File: src/rtl/count_step_monitor_pkg.sv
// Shared definitions for the count step monitor: FSM encoding and
// direction constants.
package count_step_monitor_pkg;

    typedef enum logic [1:0] {
        ST_IDLE  = 2'd0,   // no reference sample captured yet
        ST_TRACK = 2'd1,   // following a legal count stream
        ST_FAULT = 2'd2    // last non-stall step was illegal
    } state_t;

    localparam logic DIR_UP   = 1'b1;
    localparam logic DIR_DOWN = 1'b0;

endpackage : count_step_monitor_pkg

File: src/rtl/count_step_monitor_if.sv
// Observed counter stream: the counter (master) drives its count and a
// qualifying strobe, and the monitor (slave) samples them.
interface count_step_monitor_if #(
    parameter int WIDTH = 4
);
    logic [WIDTH-1:0] cnt_in;
    logic             cnt_valid;

    modport master (output cnt_in, output cnt_valid);
    modport slave  (input  cnt_in, input  cnt_valid);
endinterface : count_step_monitor_if

File: src/rtl/count_step_monitor_sat_counter.sv
// Saturating up counter with synchronous clear and load-of-one.
// Priority: reset/clear, then load-1, then increment.
module sat_counter #(
    parameter int W = 8
) (
    input  logic         clk,
    input  logic         reset,
    input  logic         clr,
    input  logic         load1,
    input  logic         inc,
    output logic [W-1:0] count
);

    // Counter register; updates on the falling edge alongside the observed counter.
    always_ff @(negedge clk) begin
        // NOTE: sequential state uses non-blocking assignments so every
        // register samples pre-edge values regardless of block ordering.
        if (reset || clr) begin
            count <= '0;
        end else if (load1) begin
            count <= W'(1);
        end else if (inc && (count != '1)) begin
            count <= count + 1'b1;
        end
    end

endmodule : sat_counter

File: src/rtl/count_step_monitor.sv
// Receives an up/down counter's output, recovers the count direction and
// flags wrap-around and illegal steps. All outputs are registered and
// change on the falling edge that samples cnt_valid=1.
module count_step_monitor
    import count_step_monitor_pkg::*;
#(
    parameter int WIDTH = 4,
    parameter int RUN_W = 8,
    parameter int ERR_W = 4
) (
    input  logic                      clk,
    input  logic                      reset,
    count_step_monitor_if.slave       bus,
    output logic                      dir,
    output logic                      dir_valid,
    output logic                      wrap,
    output logic                      step_err,
    output logic [RUN_W-1:0]          run_len,
    output logic [ERR_W-1:0]          err_cnt
);

    localparam logic [WIDTH-1:0] ALL_ONES = '1;
    localparam logic [WIDTH-1:0] ONE      = WIDTH'(1);

    state_t           state_q, state_d;
    logic [WIDTH-1:0] prev_q, prev_d;
    logic             dir_d, dir_valid_d, wrap_d, step_err_d;
    logic             run_clr, run_load, run_inc;
    logic             err_inc;

    logic [WIDTH-1:0] cnt_in;
    logic             cnt_valid;
    logic [WIDTH-1:0] delta;
    logic             step_up, step_down, step_stall;

    assign cnt_in    = bus.cnt_in;
    assign cnt_valid = bus.cnt_valid;

    // Modular step; with WIDTH=1 a delta of 1 is also all-ones and is taken as up.
    assign delta      = cnt_in - prev_q;
    assign step_up    = (delta == ONE);
    assign step_down  = (delta == ALL_ONES) && !step_up;
    assign step_stall = (delta == '0);

    // Next-state and next-output decode for the step classifier.
    always_comb begin
        // NOTE: every target gets a default first so no path leaves a
        // variable unassigned, which would otherwise infer a latch.
        state_d     = state_q;
        prev_d      = prev_q;
        dir_d       = dir;
        dir_valid_d = dir_valid;
        wrap_d      = 1'b0;
        step_err_d  = 1'b0;
        run_clr     = 1'b0;
        run_load    = 1'b0;
        run_inc     = 1'b0;
        err_inc     = 1'b0;

        if (cnt_valid) begin
            unique case (state_q)
                ST_IDLE: begin
                    prev_d  = cnt_in;
                    state_d = ST_TRACK;
                end
                ST_TRACK, ST_FAULT: begin
                    if (step_up) begin
                        run_inc     = dir_valid && (dir == DIR_UP);
                        run_load    = !run_inc;
                        dir_d       = DIR_UP;
                        dir_valid_d = 1'b1;
                        wrap_d      = (prev_q == ALL_ONES) && (cnt_in == '0);
                        prev_d      = cnt_in;
                        state_d     = ST_TRACK;
                    end else if (step_down) begin
                        run_inc     = dir_valid && (dir == DIR_DOWN);
                        run_load    = !run_inc;
                        dir_d       = DIR_DOWN;
                        dir_valid_d = 1'b1;
                        wrap_d      = (prev_q == '0) && (cnt_in == ALL_ONES);
                        prev_d      = cnt_in;
                        state_d     = ST_TRACK;
                    end else if (!step_stall) begin
                        step_err_d  = 1'b1;
                        err_inc     = 1'b1;
                        dir_valid_d = 1'b0;
                        run_clr     = 1'b1;
                        prev_d      = cnt_in;
                        state_d     = ST_FAULT;
                    end
                end
                default: begin
                    state_d = ST_IDLE;
                end
            endcase
        end
    end

    // State, reference sample and single-bit status registers.
    always_ff @(negedge clk) begin
        if (reset) begin
            state_q   <= ST_IDLE;
            prev_q    <= '0;
            dir       <= DIR_DOWN;
            dir_valid <= 1'b0;
            wrap      <= 1'b0;
            step_err  <= 1'b0;
        end else begin
            state_q   <= state_d;
            prev_q    <= prev_d;
            dir       <= dir_d;
            dir_valid <= dir_valid_d;
            wrap      <= wrap_d;
            step_err  <= step_err_d;
        end
    end

    sat_counter #(.W(RUN_W)) u_run_len (
        .clk   (clk),
        .reset (reset),
        .clr   (run_clr),
        .load1 (run_load),
        .inc   (run_inc),
        .count (run_len)
    );

    sat_counter #(.W(ERR_W)) u_err_cnt (
        .clk   (clk),
        .reset (reset),
        .clr   (1'b0),
        .load1 (1'b0),
        .inc   (err_inc),
        .count (err_cnt)
    );

endmodule : count_step_monitor

File: src/flat_wrapper.sv
// flat-port wrapper written by rule: the top's interface ports become plain ports
module count_step_monitor_flat import count_step_monitor_pkg::*;
#(
    parameter int WIDTH = 4,
    parameter int RUN_W = 8,
    parameter int ERR_W = 4
)
  (clk, reset, dir, dir_valid, wrap, step_err, run_len, err_cnt, bus_cnt_in, bus_cnt_valid);
  count_step_monitor_if #(.WIDTH(WIDTH)) bus_i ();
  input  logic clk;
  input  logic reset;
  output logic dir;
  output logic dir_valid;
  output logic wrap;
  output logic step_err;
  output logic [RUN_W-1:0] run_len;
  output logic [ERR_W-1:0] err_cnt;
  input wire logic [$bits(bus_i.cnt_in)-1:0] bus_cnt_in;
  input wire logic [$bits(bus_i.cnt_valid)-1:0] bus_cnt_valid;
  assign bus_i.cnt_in = bus_cnt_in;
  assign bus_i.cnt_valid = bus_cnt_valid;
  count_step_monitor #(.WIDTH(WIDTH), .RUN_W(RUN_W), .ERR_W(ERR_W)) u_core (.clk(clk), .reset(reset), .bus(bus_i), .dir(dir), .dir_valid(dir_valid), .wrap(wrap), .step_err(step_err), .run_len(run_len), .err_cnt(err_cnt));
endmodule
File: config.mk
export PLATFORM = sky130hd
export DESIGN_NAME = count_step_monitor_flat
export DESIGN_NICKNAME = d
export VERILOG_FILES = /design/src/rtl/count_step_monitor_pkg.sv /design/src/rtl/count_step_monitor_if.sv /design/src/rtl/count_step_monitor_sat_counter.sv /design/src/rtl/count_step_monitor.sv /design/src/flat_wrapper.sv
export SDC_FILE = /design/constraint.sdc
export NUM_CORES = 1
export LEC_CHECK = 0
export BUFFER_PORTS_ARGS = -buffer_cell sky130_fd_sc_hd__buf_4
export CAP_MARGIN = 20
export CORE_MARGIN = 2
export CORE_UTILIZATION = 55
export DETAILED_ROUTE_END_ITERATION = 8
export GPL_ROUTABILITY_DRIVEN = 1
export PLACE_DENSITY = 0.78
export SKIP_CTS_REPAIR_TIMING = 1
export SYNTH_ARGS = -nofsm -noshare
export SYNTH_HDL_FRONTEND = slang
export SYNTH_HIERARCHICAL = 1
export SYNTH_SLANG_ARGS = --single-unit
File: constraint.sdc
create_clock -name clk -period 8.67 [get_ports clk]
set_input_delay 1.734 -clock clk [delete_from_list [all_inputs] [get_ports clk]]
set_output_delay 1.734 -clock clk [all_outputs]
set_load 0.01 [all_outputs]
Word level (Yosys, flattened, before mapping)
Cells that the tools add are included.
W data, S select, Z words.
{ "op_classes": {"n_mux": 30, "bitwise": 3, "n_reduce_logical": 25, "add_sub_neg": 3, "eq_ne": 10} }
{ "ops": {"columns": ["op", "n"], "rows": [
  ["$mux W1", 22],
  ["$eq A4 B4 Y1 const B", 3],
  ["$logic_not A4 Y1", 3],
  ["$mux W4", 3],
  ["$reduce_and A3 Y1", 3],
  ["$add A8 B1 Y8 const B", 1],
  ["$ne A8 B8 Y1 const B", 1],
  ["$pmux W4 S2", 1],
  ["$logic_and A1 B1 Y1", 7],
  ["$mux W2", 3],
  ["$reduce_bool A2 Y1", 3],
  ["$add A4 B1 Y4 const B", 1],
  ["$eq A4 B1 Y1 const B", 1],
  ["$ne A4 B2 Y1 const B", 1],
  ["$ne A4 B4 Y1 const B", 1],
  ["$pmux W2 S2", 1],
  ["$reduce_or A2 Y1", 2],
  ["$sub A4 B4 Y4", 1],
  ["$logic_not A1 Y1", 3],
  ["$ne A3 B1 Y1 const B", 1],
  ["$not A1 Y1", 3],
  ["$reduce_or A3 Y1", 1],
  ["$eq A2 B1 Y1 const B", 1],
  ["$eq A2 B2 Y1 const B", 1],
  ["other kinds (3)", 3]
]} }
{ "totals": {"input_bits": 7, "wordCells": 80, "output_inout_bits": 16, "reg_bits": 22} }

Logic depth before layout (Yosys ltp)
Gate-level depths: netlist (run 1).
{ "logic_depth": {"ltp_word": 11, "depth_mapped": 12, "ltp_nobuf": 11} }

By module
The synthesis (run 1) kept the hierarchy.
{ "modules_own_cells": {"columns": ["mod", "n_inst", "area_per_inst_um2", "cells_each", "seq_area_each_um2"], "rows": [
  ["count_step_monitor", 1, 773.2, 89, 200.2],
  ["sat_counter (u_core.u_run_len)", 1, 466.7, 54, 160.2],
  ["sat_counter (u_core.u_err_cnt)", 1, 209.0, 22, 80.1]
]} }

==> results_dict.tcl, run 1 <==
set metrics [dict create \
    synth_compound_area_share_pct 21.8 \
    setup_violations 0 \
    cp_slowest_cell "fa_1" \
    start_util_pct 58.5 \
    path_class "input pin to flop" \
    yosys_warnings 6 \
    comb_power_share_pct 23.3 \
    cts_tree "built" \
    synth_cell_types 53 \
    antenna_found_initial 0 \
    htree_levels 1 \
    ir_worst_vdd_uv 123 \
    grt_max_degree 20 \
    io-pin-count 23 \
    syn_avg_cell_area_um2 8.78 \
    crit_chain "buf_4 -> inv_1 -> ha_1 -> fa_1 -> xor2_2 -> nand2_1 -> or3_4 -> a211o_1 -> nor3b_2 -> buf_4 -> and3_4 -> a41oi_2 -> a211oi_1" \
    end_kind "flop" \
    critPathTopFamily "simple AND/OR/NAND/NOR gates" \
    place_congestion 0.819 \
    grt_usage_pct 24.3 \
    place_ws_ns -0.297 \
    clk_pin_slew_ns 0.05 \
    async_flop_share_pct 0 \
    yosysTopAreaCell "dfxtp_1" \
    nets 242 \
    path_max_fanout 7 \
    p_per_area_mw_per_mm2 139 \
    grt_pass1_wl_mm 6.25 \
    power.internal_w 0.000163 \
    path_buf_inv 3 \
    io_buffers 22 \
    crit_arrival_ns 4.49 \
    drv_cap 0 \
    cts_sinks 22 \
    status "finished clean" \
    seq_area_frac_synth_pct 30.4 \
    cpPeakStageDelay_ns 0.41 \
    overflow 0 \
    ys_ff_latch 22 \
    synth_area_mm2 0.00145 \
    cp-start-kind "input pin" \
    synth_fa_ha_area_share_pct 7.43 \
    die_area_mm2 0.00306 \
    numCtsBuffers 3 \
    worst_slack_ns 0.145 \
    power.total_w 0.000260 \
    clk_latency_ns 0.39 \
    synth-simple-area-share_pct 29.5 \
    finalHoldViolCount 0 \
    synth_top_family_by_area "simple AND/OR/NAND/NOR gates" \
    final_cell_mix "38 x buf_4, 32 x inv_1, 22 x dfxtp_1" \
    cts.path.max_buffers 2 \
    area_growth_pct 28.9 \
    die_w_um 55.3 \
    cts-root-buf "clkbuf_4" \
    synthCells 165 \
    total_leakage_power_nw 0.831 \
    core_area_mm2 0.00248 \
    synth_edf_count 0 \
    slew_viol_final 0 \
    vias 1519 \
    via_per_inst 5.93 \
    power.switching_w 0.0000964 \
    insertedDiodeCount 0 \
    drtIter0Drc 39 \
    die_h_um 55.3 \
    synthTopCellsByArea "dfxtp_1 30%, ha_1 6.0%, a21oi_1 4.5%, a211oi_1 4.1%, inv_1 3.4%" \
    clkPwrFrac_pct 34.8 \
    synthDominantCellAreaShare_pct 30.4 \
    num_rows 18 \
    cp_common_cell "buf_4" \
    final.setup_skew_ns 0.0156 \
    drtAntennaViolNets 0 \
    wl_mm 3.72 \
    pwr-share-seq_pct 42.0 \
    drive_gt1_share_pct 26.5 \
    final_common_cell "buf_4" \
    drtPass1Iterations 4 \
    synth_flop_cell "dfxtp_1" \
    grt_pass1_vias 1484 \
    hp-class "flop to flop" \
    drc 0 \
    synth_mux_area_share_pct 1.38 \
    cp.required_ns 4.64 \
    final.fill_count 192 \
    wl_per_cell_um 14.5 \
    swShare_pct 37.1 \
    synthXorXnorAreaFrac_pct 3.45 \
    hpwl_mm 2.76 \
]
sequential cells by signal (all words and copies together), names as in the netlist:
name / cells
u_core/u_run_len/count: 8
u_core/dir_valid: 1
u_core/state_q: 2
u_core/dir: 1
u_core/prev_q: 4
u_core/wrap: 1
u_core/u_err_cnt/count: 4
u_core/step_err: 1
tightest hold or removal path: cells and delay by family (launching register included):
| family | cells | cell delay, ns |
|---|---|---|
| compound gates | 1 | 0.05 |
| flops | 1 | 0.32 |
| simple gates | 1 | 0.06 |
cell type report:
type	count	area, um2	share of cell area (%)
multi-input combinational	130	956	51.2
sequential	22	440	23.6
timing repair buffer	38	285	15.3
clock inverter	23	88.8	4.76
inverter	10	37.5	2.01
tap	30	37.5	2.01
clock buffer	3	22.5	1.21
path summary, 6_finish.rpt:
path | from | to | slack (ns) | cells past startpoint
setup / recovery | bus_cnt_in[0] | u_core/u_run_len/count[7] | 0.15 | 13
hold / removal | u_core/state_q[1] | u_core/state_q[1] | 0.48 | 2
setup reg to reg | u_core/prev_q[0] | u_core/u_run_len/count[7] | 5.64 | 11
hold reg to reg | u_core/state_q[1] | u_core/state_q[1] | 0.48 | 2
per-stage QoR:
step                      utilization [%]  TNS, ns  hold slack (ns)  instances  area (um2)
final                                75.4        0            0.481        256        1870
after global routing                 75.4  -0.0299            0.514        256        1870
after CTS                            74.9        0            0.485        256        1860
after detailed placement             70.9    -1.91            0.478        233        1760
after global placement               70.9   -0.372            0.464        233        1760
after floorplan                         -        0            0.453        170        1470
layer usage:
metal	global-route usage [%]	vias up	wire, um
met5	0	-	0
met4	6.97	0	8
met3	6.79	2	148
met2	40.1	39	1860
met1	30.7	735	1700
li1	-	743	-
cells in the mapped netlist (2+ instances only):
library cell / count
nand3_1: 7
o21ai_0: 3
a21oi_1: 13
or3_4: 2
a211o_1: 2
a31oi_1: 2
nor4_1: 3
or3_1: 3
nand3b_1: 2
mux2i_1: 2
xor2_2: 2
nor4b_1: 5
ha_1: 7
o31ai_1: 2
and3_1: 3
dfxtp_1: 22
buf_6: 2
nor3_1: 9
clkbuf_1: 2
nand4_1: 5
nor3_2: 2
a211oi_1: 8
xnor2_1: 2
nor2_1: 4
inv_1: 13
and4_1: 2
nand2_1: 10
power groups by stage:
stage          sequential, W  combinational [W]   clock, W
2_1_floorplan       0.000110          0.0000354  0.0000178
3_3_place_gp        0.000110          0.0000544  0.0000178
3_5_place_dp        0.000111          0.0000573  0.0000178
4_1_cts             0.000109          0.0000579  0.0000950
5_1_grt             0.000109          0.0000663   0.000103
6_report            0.000109          0.0000604  0.0000902
cells by family after synthesis:
group | count (synthesis)
AO/OA/AOI/OAI | 43
buffers and inverters | 18
flip-flops | 22
AND/OR/NAND/NOR | 67
multiplexers | 2
other | 1
XOR/XNOR | 4
adder cells (fa/ha/maj) | 8
(Power assumes the default switching activity.)
==> inputs of run 2 (changes only) <==
- CORE_MARGIN: 2 -> default
- RECOVER_POWER: default -> 100
- SETUP_SLACK_MARGIN: default -> 0.5
==> results_dict.tcl, run 2 (synthesis gave the netlist of run 1 again) <==
set metrics [dict create \
    rrSetupSlack_ns 5.63 \
    worst_pin_slew_ns 0.508 \
    grt_pass1_vias 1422 \
    instances_no_fill 259 \
    antenna_found_initial 0 \
    path_class "input pin to flop" \
    cts_tree "built" \
    multi_input_comb_area_mm2 0.00104 \
    start_util_pct 58.5 \
    setup_tns_ns 0 \
    reg_top3 "u_core/u_run_len/count x8, u_core/prev_q x4, u_core/u_err_cnt/count x4" \
    crit_start "bus_cnt_in[1]" \
    grt_max_degree 20 \
    insertedDiodeCount 0 \
    die_area_mm2 0.00284 \
    grt_setup_unrepaired "yes" \
    die_h_um 53.3 \
    drtAntennaViolNets 0 \
    worst_slack_ns 0.190 \
    final.setup_skew_ns 0.0365 \
    hp-class "flop to flop" \
    place_congestion 0.862 \
    power.internal_w 0.000168 \
    max_slew_margin_pct 65.9 \
    htree_levels 1 \
    finalHoldViolCount 0 \
    power.switching_w 0.000102 \
    pwr-share-seq_pct 40.4 \
    overflow 0 \
    hpwl_mm 2.65 \
    cp-start-kind "input pin" \
    io_buffers 22 \
    io-pin-count 23 \
    num_rows 18 \
    clkPwrFrac_pct 33.8 \
    clk_latency_ns 0.41 \
    drive_gt1_share_pct 25.3 \
    cts.path.max_buffers 2 \
    final_common_cell "inv_1" \
    dp.cells 233 \
    wl_per_cell_um 15.6 \
    final_cell_mix "31 x inv_1, 22 x dfxtp_1, 19 x buf_4" \
    final.fill_count 180 \
    grt_pass1_wl_mm 5.69 \
    p_per_area_mw_per_mm2 139 \
    cts-root-buf "clkbuf_4" \
    swShare_pct 37.8 \
    grt_usage_pct 27.0 \
    slew_viol_final 0 \
    setup_violations 0 \
    via_per_inst 6.04 \
    comb_power_share_pct 25.8 \
    drtIter0Drc 48 \
    die_w_um 53.3 \
    cp.required_ns 4.61 \
    numCtsBuffers 3 \
    hp-start "u_core/state_q[1]" \
    drtPass1Iterations 4 \
    status "finished clean" \
    crit_arrival_ns 4.42 \
    place_ws_ns -0.122 \
    reg2reg_from "u_core/prev_q[0]" \
    seqCellArea_um2 440 \
    ir_worst_vdd_uv 129 \
    cts_sinks 22 \
    largest_reg_flops 8 \
    wl_mm 4.03 \
    area_growth_pct 33.9 \
    vias 1564 \
    clk_pin_slew_ns 0.05 \
    core_area_mm2 0.00248 \
    regMostFlops "u_core/u_run_len/count" \
    nets 245 \
    end_kind "flop" \
    drv_cap 0 \
    total_leakage_power_nw 0.787 \
    drc 0 \
    path_max_fanout 7 \
]
## run 2: final cells by class
cell class | instances | area share, %
timing repair buffer | 41 | 13.2
multi-input combinational | 130 | 53.8
tap | 30 | 1.93
inverter | 10 | 2.58
sequential | 22 | 22.7
clock buffer | 3 | 1.16
clock inverter | 23 | 4.58
## run 2: per-stage QoR
| step | cell area, um2 | util (%) | hold slack [ns] | total power [W] |
|---|---|---|---|---|
| CTS | 1900 | 76.5 | 0.487 | 0.000266 |
| global route | 1940 | 78.3 | 0.508 | 0.000292 |
| finish | 1940 | 78.3 | 0.484 | 0.000270 |
| floorplan | 1510 | - | 0.453 | 0.000165 |
| detailed placement | 1800 | 72.5 | 0.483 | 0.000190 |
| global placement | 1800 | 72.5 | 0.463 | 0.000186 |
## run 2: worst max-delay path, cell delays in order
cell and delay, ns:
clkbuf_1 0.12, inv_1 0.10, fa_1 0.52, xor2_4 0.27
nand2_1 0.11, or3_4 0.35, a211o_1 0.31, nor3b_2 0.21
buf_4 0.19, nand3_2 0.11, nor4_2 0.29, a211oi_1 0.12
## run 2: path summary, 6_finish.rpt
check,to,cells past startpoint
setup / recovery,u_core/u_run_len/count[7],12
hold / removal,u_core/state_q[1],2
setup reg to reg,u_core/u_run_len/count[7],11
hold reg to reg,u_core/state_q[1],2
## run 2: metal layers
metal  wire (um)  part of all wire [%]  track usage [%]
met1        1770                    44             30.3
met2        2050                    51             45.8
met3         200                   5.0             9.48
met4          22                  0.55             10.5
met5           0                     0                0
## run 2: power groups by stage
stage          Clock (W)  Combinational (W)  Sequential [W]
2_1_floorplan  0.0000178          0.0000363        0.000111
3_3_place_gp   0.0000178          0.0000578        0.000111
3_5_place_dp   0.0000178          0.0000610        0.000111
4_1_cts        0.0000957          0.0000617        0.000109
5_1_grt         0.000109          0.0000744        0.000109
6_report       0.0000913          0.0000699        0.000109
